[config.mk]
export PLATFORM = sky130hd
export DESIGN_NAME = pb_event_classifier
export DESIGN_NICKNAME = d
export VERILOG_FILES = /design/src/rtl/pb_event_classifier.sv
export SDC_FILE = /design/constraint.sdc
export NUM_CORES = 1
export LEC_CHECK = 0
export CAP_MARGIN = 20
export CORE_MARGIN = 2
export CORE_UTILIZATION = 63
export CTS_BUF_LIST = sky130_fd_sc_hd__clkbuf_4
export CTS_CLUSTER_SIZE = 30
export DETAILED_ROUTE_END_ITERATION = 7
export GPL_ROUTABILITY_DRIVEN = 0
export HOLD_SLACK_MARGIN = 0.08
export PLACE_DENSITY = 0.89
export SKIP_CTS_REPAIR_TIMING = 1
export SLEW_MARGIN = 10
export SYNTH_ARGS = -nofsm -noshare
export SYNTH_HDL_FRONTEND = slang
export SYNTH_SLANG_ARGS = --single-unit
[constraint.sdc]
create_clock -name clk -period 4.65 [get_ports clk]
set_input_delay 0.93 -clock clk [delete_from_list [all_inputs] [get_ports clk]]
set_output_delay 0.93 -clock clk [all_outputs]
set_load 0.005 [all_outputs]
[src/rtl/pb_event_classifier.sv]
// Push-button press classifier: SHORT / LONG / DOUBLE from a debounced level,
// delivered one event at a time over a valid/ack slot with sticky overrun.
module pb_event_classifier #(
  parameter int unsigned LONG_CYCLES = 50_000_000,
  parameter int unsigned GAP_CYCLES  = 12_500_000,
  parameter int unsigned CNT_W       = 26
) (
  input  logic       clk,
  input  logic       resetn,
  input  logic       pb_level,
  input  logic       evt_ack,
  output logic       evt_valid,
  output logic [1:0] evt_code,
  output logic       evt_overrun,
  output logic       busy
);

  typedef enum logic [2:0] {
    S_IDLE,
    S_PRESS1,
    S_HOLD,
    S_GAP,
    S_PRESS2
  } state_e;

  localparam logic [1:0] EVT_NONE   = 2'b00;
  localparam logic [1:0] EVT_SHORT  = 2'b01;
  localparam logic [1:0] EVT_LONG   = 2'b10;
  localparam logic [1:0] EVT_DOUBLE = 2'b11;

  localparam logic [CNT_W-1:0] LONG_LAST = CNT_W'(LONG_CYCLES - 1);
  localparam logic [CNT_W-1:0] GAP_LAST  = CNT_W'(GAP_CYCLES - 1);
  localparam logic [CNT_W-1:0] CNT_ONE   = CNT_W'(1);

  state_e           state_q, state_d;
  logic [CNT_W-1:0] cnt_q, cnt_d;
  logic             pb_prev_q;
  logic             evt_valid_q, evt_valid_d;
  logic [1:0]       evt_code_q, evt_code_d;
  logic             evt_overrun_q, evt_overrun_d;
  logic             busy_q, busy_d;

  logic       rise;
  logic       fall;
  logic       emit;
  logic [1:0] emit_code;
  logic       ack_fire;

  assign rise = pb_level & ~pb_prev_q;
  assign fall = ~pb_level & pb_prev_q;

  always_comb begin
    state_d   = state_q;
    cnt_d     = cnt_q;
    emit      = 1'b0;
    emit_code = EVT_NONE;
    unique case (state_q)
      S_IDLE: begin
        if (rise) begin
          state_d = S_PRESS1;
          cnt_d   = '0;
        end
      end
      S_PRESS1: begin
        if (fall) begin
          state_d = S_GAP;
          cnt_d   = '0;
        end else if (cnt_q == LONG_LAST) begin
          emit      = 1'b1;
          emit_code = EVT_LONG;
          state_d   = S_HOLD;
          cnt_d     = '0;
        end else begin
          cnt_d = cnt_q + CNT_ONE;
        end
      end
      S_HOLD: begin
        if (fall) begin
          state_d = S_IDLE;
          cnt_d   = '0;
        end
      end
      S_GAP: begin
        // A second press wins even on the timeout cycle
        if (rise) begin
          state_d = S_PRESS2;
          cnt_d   = '0;
        end else if (cnt_q == GAP_LAST) begin
          emit      = 1'b1;
          emit_code = EVT_SHORT;
          state_d   = S_IDLE;
          cnt_d     = '0;
        end else begin
          cnt_d = cnt_q + CNT_ONE;
        end
      end
      S_PRESS2: begin
        if (fall) begin
          emit      = 1'b1;
          emit_code = EVT_DOUBLE;
          state_d   = S_IDLE;
          cnt_d     = '0;
        end else if (cnt_q == LONG_LAST) begin
          emit      = 1'b1;
          emit_code = EVT_DOUBLE;
          state_d   = S_HOLD;
          cnt_d     = '0;
        end else begin
          cnt_d = cnt_q + CNT_ONE;
        end
      end
      default: begin
        state_d = S_IDLE;
        cnt_d   = '0;
      end
    endcase
  end

  assign ack_fire = evt_valid_q & evt_ack;

  always_comb begin
    evt_valid_d   = evt_valid_q;
    evt_code_d    = evt_code_q;
    evt_overrun_d = evt_overrun_q;
    if (ack_fire) begin
      evt_valid_d   = 1'b0;
      evt_code_d    = EVT_NONE;
      evt_overrun_d = 1'b0;
    end
    if (emit) begin
      if (!evt_valid_q || ack_fire) begin
        evt_valid_d   = 1'b1;
        evt_code_d    = emit_code;
        evt_overrun_d = 1'b0;
      end else begin
        evt_overrun_d = 1'b1;
      end
    end
    busy_d = (state_d != S_IDLE);
  end

  // pb_prev resets high so a button held through reset needs a fresh press
  always_ff @(posedge clk or negedge resetn) begin
    if (!resetn) begin
      state_q       <= S_IDLE;
      cnt_q         <= '0;
      pb_prev_q     <= 1'b1;
      evt_valid_q   <= 1'b0;
      evt_code_q    <= EVT_NONE;
      evt_overrun_q <= 1'b0;
      busy_q        <= 1'b0;
    end else begin
      state_q       <= state_d;
      cnt_q         <= cnt_d;
      pb_prev_q     <= pb_level;
      evt_valid_q   <= evt_valid_d;
      evt_code_q    <= evt_code_d;
      evt_overrun_q <= evt_overrun_d;
      busy_q        <= busy_d;
    end
  end

  assign evt_valid   = evt_valid_q;
  assign evt_code    = evt_code_q;
  assign evt_overrun = evt_overrun_q;
  assign busy        = busy_q;

endmodule

# --- Word level (Yosys, flattened, before mapping) ---
# Cells that the tools add are included.
word_totals:
  mem_bits_ro: 0
  ramBits: 0
  input_bits: 4
  register_bits: 35
  mem_count: 0
  output_inout_bits: 5
  wordCells: 65
  latchBits: 0
op_classes:
  reduce_logical: 7
  n_mul: 0
  n_shift: 0
  n_div: 0
  magnitude_cmp: 0
  n_mux: 37
  addsub: 1
  eq_ne: 8
  bitwise_logic: 5
op_table:
  columns: ["op", "n"]
  rows:
  - ["26-bit 2-to-1 mux", 6]
  - ["26-bit case mux with 4 select lines", 1]
  - ["26-bit by 1-bit adder with 26-bit output, second input constant", 1]
  - ["26-bit by 24-bit == test with 1-bit output, second input constant", 1]
  - ["26-bit == test, second input constant", 1]
  - ["3-bit 2-to-1 mux", 7]
  - ["3-bit case mux with 5 select lines", 1]
  - ["2-bit 2-to-1 mux", 7]
  - ["1-bit 2-to-1 mux", 13]
  - ["3-bit by 2-bit == test with 1-bit output, second input constant", 2]
  - ["2-bit case mux with 3 select lines", 1]
  - ["2-bit inequality test, second input constant", 2]
  - ["1-bit bitwise AND", 3]
  - ["3-bit by 1-bit == test with 1-bit output, second input constant", 1]
  - ["3-bit == test, second input constant", 1]
  - ["3-bit logical NOT", 1]
  - ["1-bit case mux with 3 select lines", 1]
  - ["3-bit nonzero test", 1]
  - ["1-bit NOT", 2]
  - ["2-bit AND reduction", 1]
  - ["2-bit nonzero test", 1]
  - ["2-bit OR reduction", 1]
  - ["1-bit logical NOT", 1]
  - ["1-bit logical OR", 1]

# --- Depth between registers and ports, before layout ---
# Gate-level depths: netlist (run 1).
logic_depth:
  ltp_word: 6
  depth_mapped: 9
  ltp_nobuf: 7

# --- Least setup slack after synthesis (run 1) ---
# No wires, ideal clock.
synth_timing:
  path_kind: "input-to-reg"
  from: "input port pb_level"
  to: "register cnt_q[12]"
  setup_slack_ns: 2.035
  path_buffers: 1
  required_ns: 4.567
  arrival_time_ns: 2.532
  setup_time_ns: 0.083
  cell_stages: 7
  cell_sequence: "or2b_2 o211a_1 clkbuf_1 nor3_1 nand3_1 nand2b_1 o21ai_0"
synth_via:
  elab_chain_cells: 4
  word_cells_on_any_way: 9
  cone_classes: "eq/ne: 2; mux: 3; bitwise: 3; reduce/logical: 1"
synth_rtl:
  columns: ["element", "line_no", "text"]
  rows:
  - ["start, declared", "10", "input logic pb_level,"]
  - ["1-bit NOT", "50", "assign fall = ~pb_level & pb_prev_q;"]
  - ["1-bit bitwise AND", "50", null]
  - ["26-bit 2-to-1 mux or 2-bit inequality test (tied branches)", null, null]
  - ["26-bit case mux with 4 select lines or 2-bit AND reduction (tied branches)", null, null]
  - ["end signal, assigned", "154", "cnt_q <= cnt_d;"]
  - ["end, declared", "36", "logic [CNT_W-1:0] cnt_q, cnt_d;"]
# Several ways; a longest one is shown, not always the timed one.
# A chain may end at the register's enable or synchronous reset.

# --- Final worst setup path (run 1) ---
# Same ends and word-level chain as after synthesis.

==> summary.md, run 1 <==
| Metric | Value |
|---|---|
| Initial antenna violation count | 0 |
| Worst Max-Slew Pin Slew | 836 ps |
| Post-DP HPWL | 3030 um |
| Post-synthesis register bit count | 35 |
| Yosys warning count | 0 |
| Cell taking the most area after synthesis | dfrtp_1 |
| Slew margin rel. | 43.8% |
| Synth Flop Type | dfrtp_1 |
| GRT Total Usage | 25.8% |
| CTS tree | built |
| Share of cells above drive strength 1 | 8.16% |
| Met2 WL | 2140 um |
| Core area | 3100 sq um |
| Total wire length | 4380 um |
| Sink Count | 35 |
| Status | completed |
| Cell family with most CP delay | simple AND/OR/NAND/NOR gates |
| Count of different cell masters after synthesis | 50 |
| Initial DRC count | 168 |
| Worst min path class | flip-flop to flip-flop |
| Met3 wire length | 206 um |
| Highest routed layer | met4 |
| Via count | 1823 |
| Clock latency at the later pin of the worst-skew pair | 350 ps |
| Wire per inst | 15.1 um |
| I/O pin count | 9 |
| Leak Pwr | 0.941 nW |
| PD cells | 424 nW/um^2 |
| Sequential area share after synthesis | 42.0% |
| Crit path max fanout | 9 |
| RSZ-0062 raised after global routing | false |
| Clock Path Buffers | 2 |
| Layout area overhead | 8.02% |
| DIE HEIGHT | 61.6 um |
| # DRC | 0 |
| Global-route wire length before repair | 7190 um |
| R2r setup slk | 1820 ps |
| EDFF count, synth | 0 |
| Reg2Reg Depth | 6 |
| Largest net degree at the start of global routing | 36 |
| Antenna-violating nets left | 0 |
| Initial Utilization | 67.4% |
| Synthesized instance count | 236 |
| Crit Path Category | input pin to flip-flop |
| Largest cells by area after synthesis | dfrtp_1 41%, nor2_1 5.7%, xor2_1 4.2% |
| Ys async rst share | 100% |
| CTS clk-pin slew, worst paths | 120 ps |
| Cts bufs inserted | 5 |
| Critical path capture point type | flip-flop |
| CP Buf/Inv Count | 1 |
| GRT overflow | 0 |
| Syn nets | 241 |
| Worst Hold Depth | 1 |
| Max-cap check violation count | 0 |
| Port Buffers | 8 |
| Period Utilization, post-route | 67.6% |
| DIE AREA | 3800 sq um |
| R2r startpoint | cnt_q[10] |
| Syn avg cell area | 8.86 sq um |
| Maximum resistive drop on vdd | 245 uV |
| Fmax | 318 MHz |
| Vias/cell | 6.31 |
| Final Critical Period | 3140 ps |
| WP data arrival | 3430 ps |
| Root buf cell | clkbuf_4 |
| Fin Setup TNS | 0 ps |
| Hold Path Origin | cnt_q[2] |
| Worst Path Required | 4930 ps |
| Final core utilization | 72.8% |
| Critical Path Source | pb_level |
| Final setup fails | 0 |
| First drt pass iteration count | 5 |
| Antenna Cells | 0 |
| FF-to-FF End | cnt_q[12] |
| Met1 WL | 1980 um |
| Crit-path max cell delay | 720 ps |
| Crit start category | input pin |
| Final nets | 249 |
| CTS H-tree lvls | 2 |
| Clock Skew | 15.9 ps |
| Hold Fails Final Rpt | 0 |
| Vias in the first global route | 1642 |
| CP cell instances | clkdlybuf4s50_1, or2b_2, o211a_1, nor3_1, nand3_1, nand2b_1, o21ai_0 |
| Top cell type's share of synthesized area | 40.7% |
| Slowest CP cell | nor3_1 |
| Row Count | 20 |
| Die width | 61.6 um |
| Cell area after synthesis | 2090 sq um |
| WHS Endpoint | cnt_q[2] |
| Max Slew Vio Count | 0 |
## per-stage QoR
step                      instances  total power [mW]  hold slack (ps)  setup slack (ps)  instance area (sq um)
final                           289             0.957              525              1510                   2260
after global routing            289              1.01              543              1310                   2260
after CTS                       288             0.947              520              1480                   2250
after detailed placement        280             0.727              502              1090                   2170
after global placement          280             0.717              503              1250                   2170
after floorplan                 236             0.649              477              2040                   2090
## registers in the layout, indices dropped and copies added, names as in the netlist
register and count:
evt_overrun 1, cnt_q 26, pb_prev_q 1, state_q 3, evt_code 2, busy 1
evt_valid 1
## power by group
part	switching (mW)	internal [mW]	leakage, nW	total [mW]
clock	0.108	0.113	0.0452	0.221
combinational	0.199	0.142	0.428	0.341
sequential	0.0526	0.342	0.468	0.395
## logic make-up (layout without fill, tap and decap cells)
family / Yosys count / in the layout / share of synthesized area (%)
and+or+nand+nor: 129 / 129 / 33.3
AOI/OAI and AO/OA: 41 / 41 / 13.2
DFF: 35 / 35 / 42.0
xor gates and xnor gates: 14 / 14 / 5.86
buffers and inverters: 14 / 23 / 4.13
muxes: 2 / 2 / 0.958
adders and majority gates: 1 / 1 / 0.598
## cell usage in the layout, fill, tap and decap left out, types with 2 or more instances in the layout
cell / instances
o211a_1: 3
nand3b_1: 5
nor4_1: 7
inv_1: 4
nor3b_1: 3
mux2i_1: 2
or2_2: 2
nand4_1: 9
xnor2_1: 4
nor2_1: 32
a31oi_1: 4
clkdlybuf4s50_1: 8
nor3_1: 6
xor2_1: 10
nand3_1: 17
o211ai_1: 2
o21ai_0: 11
a22o_1: 2
nor2b_1: 4
or4b_1: 2
nand2_1: 22
a21oi_1: 9
buf_4: 3
and3_1: 4
clkbuf_4: 5
nand2b_1: 7
dfrtp_1: 34
## layer usage
metal | up-vias | GRT usage, %
li1 | 868 | -
met1 | 897 | 34.2
met2 | 52 | 41.2
met3 | 6 | 6.09
met4 | 0 | 9.42
met5 | - | 0
## cell type report
type / count / area (sq um)
tap: 44 / 55.1
inverter: 4 / 15.0
clock inverter: 3 / 43.8
sequential: 35 / 877
timing repair buffer: 11 / 103
fill: 258 / 845
multi-input combinational: 187 / 1130
clock buffer: 5 / 37.5
## cell usage after synthesis, types with 2 or more instances
master,number
o211ai_1,2
and3_1,4
mux2i_1,2
xnor2_1,4
nand2b_1,7
nor2_1,32
nor2b_1,4
nor4_1,7
nand3b_1,5
nor3b_1,3
buf_2,4
xor2_1,10
or2_2,2
inv_1,4
o21ai_0,11
clkbuf_1,2
or4b_1,2
nand4_1,9
a31oi_1,4
a22o_1,2
nor3_1,6
a21oi_1,9
dfrtp_1,34
o211a_1,3
nand3_1,17
buf_6,2
nand2_1,22
## worst register-to-register path, delay by kind of cell, from the launching register on
kind / cells / cell delay [ps]
compound gates: 3 / 960
flops: 1 / 450
simple gates: 3 / 1320
## worst max-delay path by stage
stage	endpoint	cells past startpoint
floorplan	cnt_q[12]	7
detailed placement	cnt_q[12]	7
CTS	cnt_q[12]	7
finish	cnt_q[12]	7
global placement	cnt_q[12]	7
global route	cnt_q[12]	7
Note: power is estimated with default switching activity, not from simulation.
==> run 2: changes to the inputs <==
Settings changed: CORE_UTILIZATION 63 to 56, PLACE_DENSITY 0.89 to 0.84.
Clock period 4.65 ns to 2.75 ns, I/O delays scaled along.
==> summary.md, run 2 (synthesized netlist as in run 1, its figures left out) <==
| Metric | Value |
|---|---|
| Max-cap check violation count | 0 (unchanged) |
| Largest register by flop count | cnt_q |
| First drt pass iteration count | 5 (unchanged) |
| Max Slew Vio Count | 0 (unchanged) |
| PD cells | 717 nW/um^2 (+69%) |
| Commonest non-fill, non-tap cell in the layout | dfrtp_1 |
| Hold Path Origin | cnt_q[0] |
| Hold Fails Final Rpt | 0 (unchanged) |
| RSZ-0062 raised after global routing | false |
| CP Buf/Inv Count | 0 (-1) |
| Worst setup margin | 113 ps (-1400 ps) |
| Initial antenna violation count | 0 (unchanged) |
| Final setup fails | 0 (unchanged) |
| Row Count | 22 (+10%) |
| GRT Total Usage | 24.3% (-1.5 points) |
| Most frequent cells in the layout | 34 x dfrtp_1, 32 x nor2_1, 22 x nand2_1, 17 x nand3_1, 16 x buf_4 |
| Pre-CTS WS | 175 ps (-915 ps) |
| Status | completed |
| Via count | 1852 (+1.6%) |
| Antenna-violating nets left | 0 (unchanged) |
| I/O pin count | 9 (unchanged) |
| Total Power | 1.69 mW (+77%) |
| Die width | 65.1 um (+5.7%) |
| GRT overflow | 0 (unchanged) |
| Maximum resistive drop on vdd | 403 uV (+65%) |
| Vias in the first global route | 1810 (+10%) |
| Root buf cell | clkbuf_4 |
| Final nets | 262 (+5.2%) |
| DIE HEIGHT | 65.1 um (+5.7%) |
| Share of cells above drive strength 1 | 12.4% (+4.2 points) |
| Initial Utilization | 57.5% (-9.8 points) |
| # DRC | 0 (unchanged) |
| Crit Path Category | flip-flop to flip-flop |
| Fmax | 379 MHz |
| Port Buffers | 8 (unchanged) |
| Slew margin rel. | 65.3% (+21 points) |
| Sink Count | 35 (unchanged) |
| Worst Path Required | 2990 ps (-1940 ps) |
| Layout area overhead | 12.7% |
| Slowest CP cell | or4_4 |
| Vias/cell | 6.05 (-4.1%) |
| Final Critical Period | 2640 ps |
| Worst min path class | flip-flop to flip-flop |
| Leak Pwr | 1.01 nW (+6.9%) |
| DIE AREA | 4240 sq um (+12%) |
| Cell family with most CP delay | simple AND/OR/NAND/NOR gates |
| Fin Setup TNS | 0 ps (unchanged) |
| Antenna Cells | 0 (unchanged) |
| Wire per inst | 14.9 um (-1.6%) |
| Clock latency at the later pin of the worst-skew pair | 350 ps (about the same) |
| Clock Skew | 6.87 ps (-9.02 ps) |
| Total wire length | 4560 um (+4.2%) |
| Global-route wire length before repair | 7900 um (+9.9%) |
| Fillers | 300 (+16%) |
| Worst Max-Slew Pin Slew | 516 ps (-320 ps) |
| CTS H-tree lvls | 2 (unchanged) |
| R2r startpoint | cnt_q[18] |
| CP cell instances | or4b_1, or4_4, nor3_4, nor3b_1, or3_4, a211o_1 |
| Max reg flops | 26 (unchanged) |
| Cts bufs inserted | 5 (unchanged) |
| CTS clk-pin slew, worst paths | 110 ps (about the same) |
| Largest net degree at the start of global routing | 36 (unchanged) |
| WP data arrival | 2880 ps (-550 ps) |
| Critical Path Source | cnt_q[18] |
| CTS tree | built |
| Crit-path max cell delay | 570 ps (-150 ps) |
| Initial DRC count | 254 (+51%) |
| Critical path capture point type | flip-flop |
| Crit start category | flip-flop |
| Crit path max fanout | 5 (-4) |
| Post-DP HPWL | 3210 um (+5.9%) |
| Period Utilization, post-route | 95.9% |
| Clock Path Buffers | 2 (unchanged) |
| Core area | 3630 sq um (+17%) |
==> run 2: path summary, 6_finish.rpt <==
path,to,slack [ps],depth (start not counted)
worst max-delay path,busy,110,6
worst min register to register,cnt_q[0],530,1
max in group asynchronous,pb_prev_q,1810,2
min in group asynchronous,cnt_q[4],600,2
worst max register to register,busy,110,6
worst min-delay path,cnt_q[0],530,1
==> run 2: area by class of cell <==
| class | count | area [sq um] | area share, % |
|---|---|---|---|
| multi-input cells | 187 | 1130 | 47.8 |
| flip-flops and latches | 35 | 877 | 37.2 |
| repair buffers | 24 | 200 | 8.50 |
| well taps | 48 | 60.1 | 2.55 |
| clock inverters | 3 | 38.8 | 1.65 |
| clock buffers | 5 | 37.5 | 1.59 |
| inverters | 4 | 15.0 | 0.637 |
==> run 2: per-stage QoR <==
stage / instances / hold slack, ps / util [%] / area [sq um]
finish: 306 / 528 / 64.8 / 2360
global route: 306 / 568 / 64.8 / 2360
CTS: 306 / 530 / 64.8 / 2360
detailed placement: 298 / 514 / 62.7 / 2280
global placement: 298 / 507 / 62.7 / 2280
floorplan: 236 / 254 / - / 2090
==> run 2: power by group <==
group / leakage [nW] / switching, mW / total [mW] / internal (mW)
Sequential: 0.468 / 0.0721 / 0.651 / 0.579
Clock: 0.0426 / 0.179 / 0.366 / 0.187
Combinational: 0.496 / 0.370 / 0.673 / 0.303
==> run 2: routing by layer <==
layer	GRT usage, %	vias to the layer above	wire length (um)
met1	30.7	899	2100
met4	13.8	0	77
met5	0	-	0
met3	5.48	9	180
li1	-	898	-
met2	38.5	46	2200
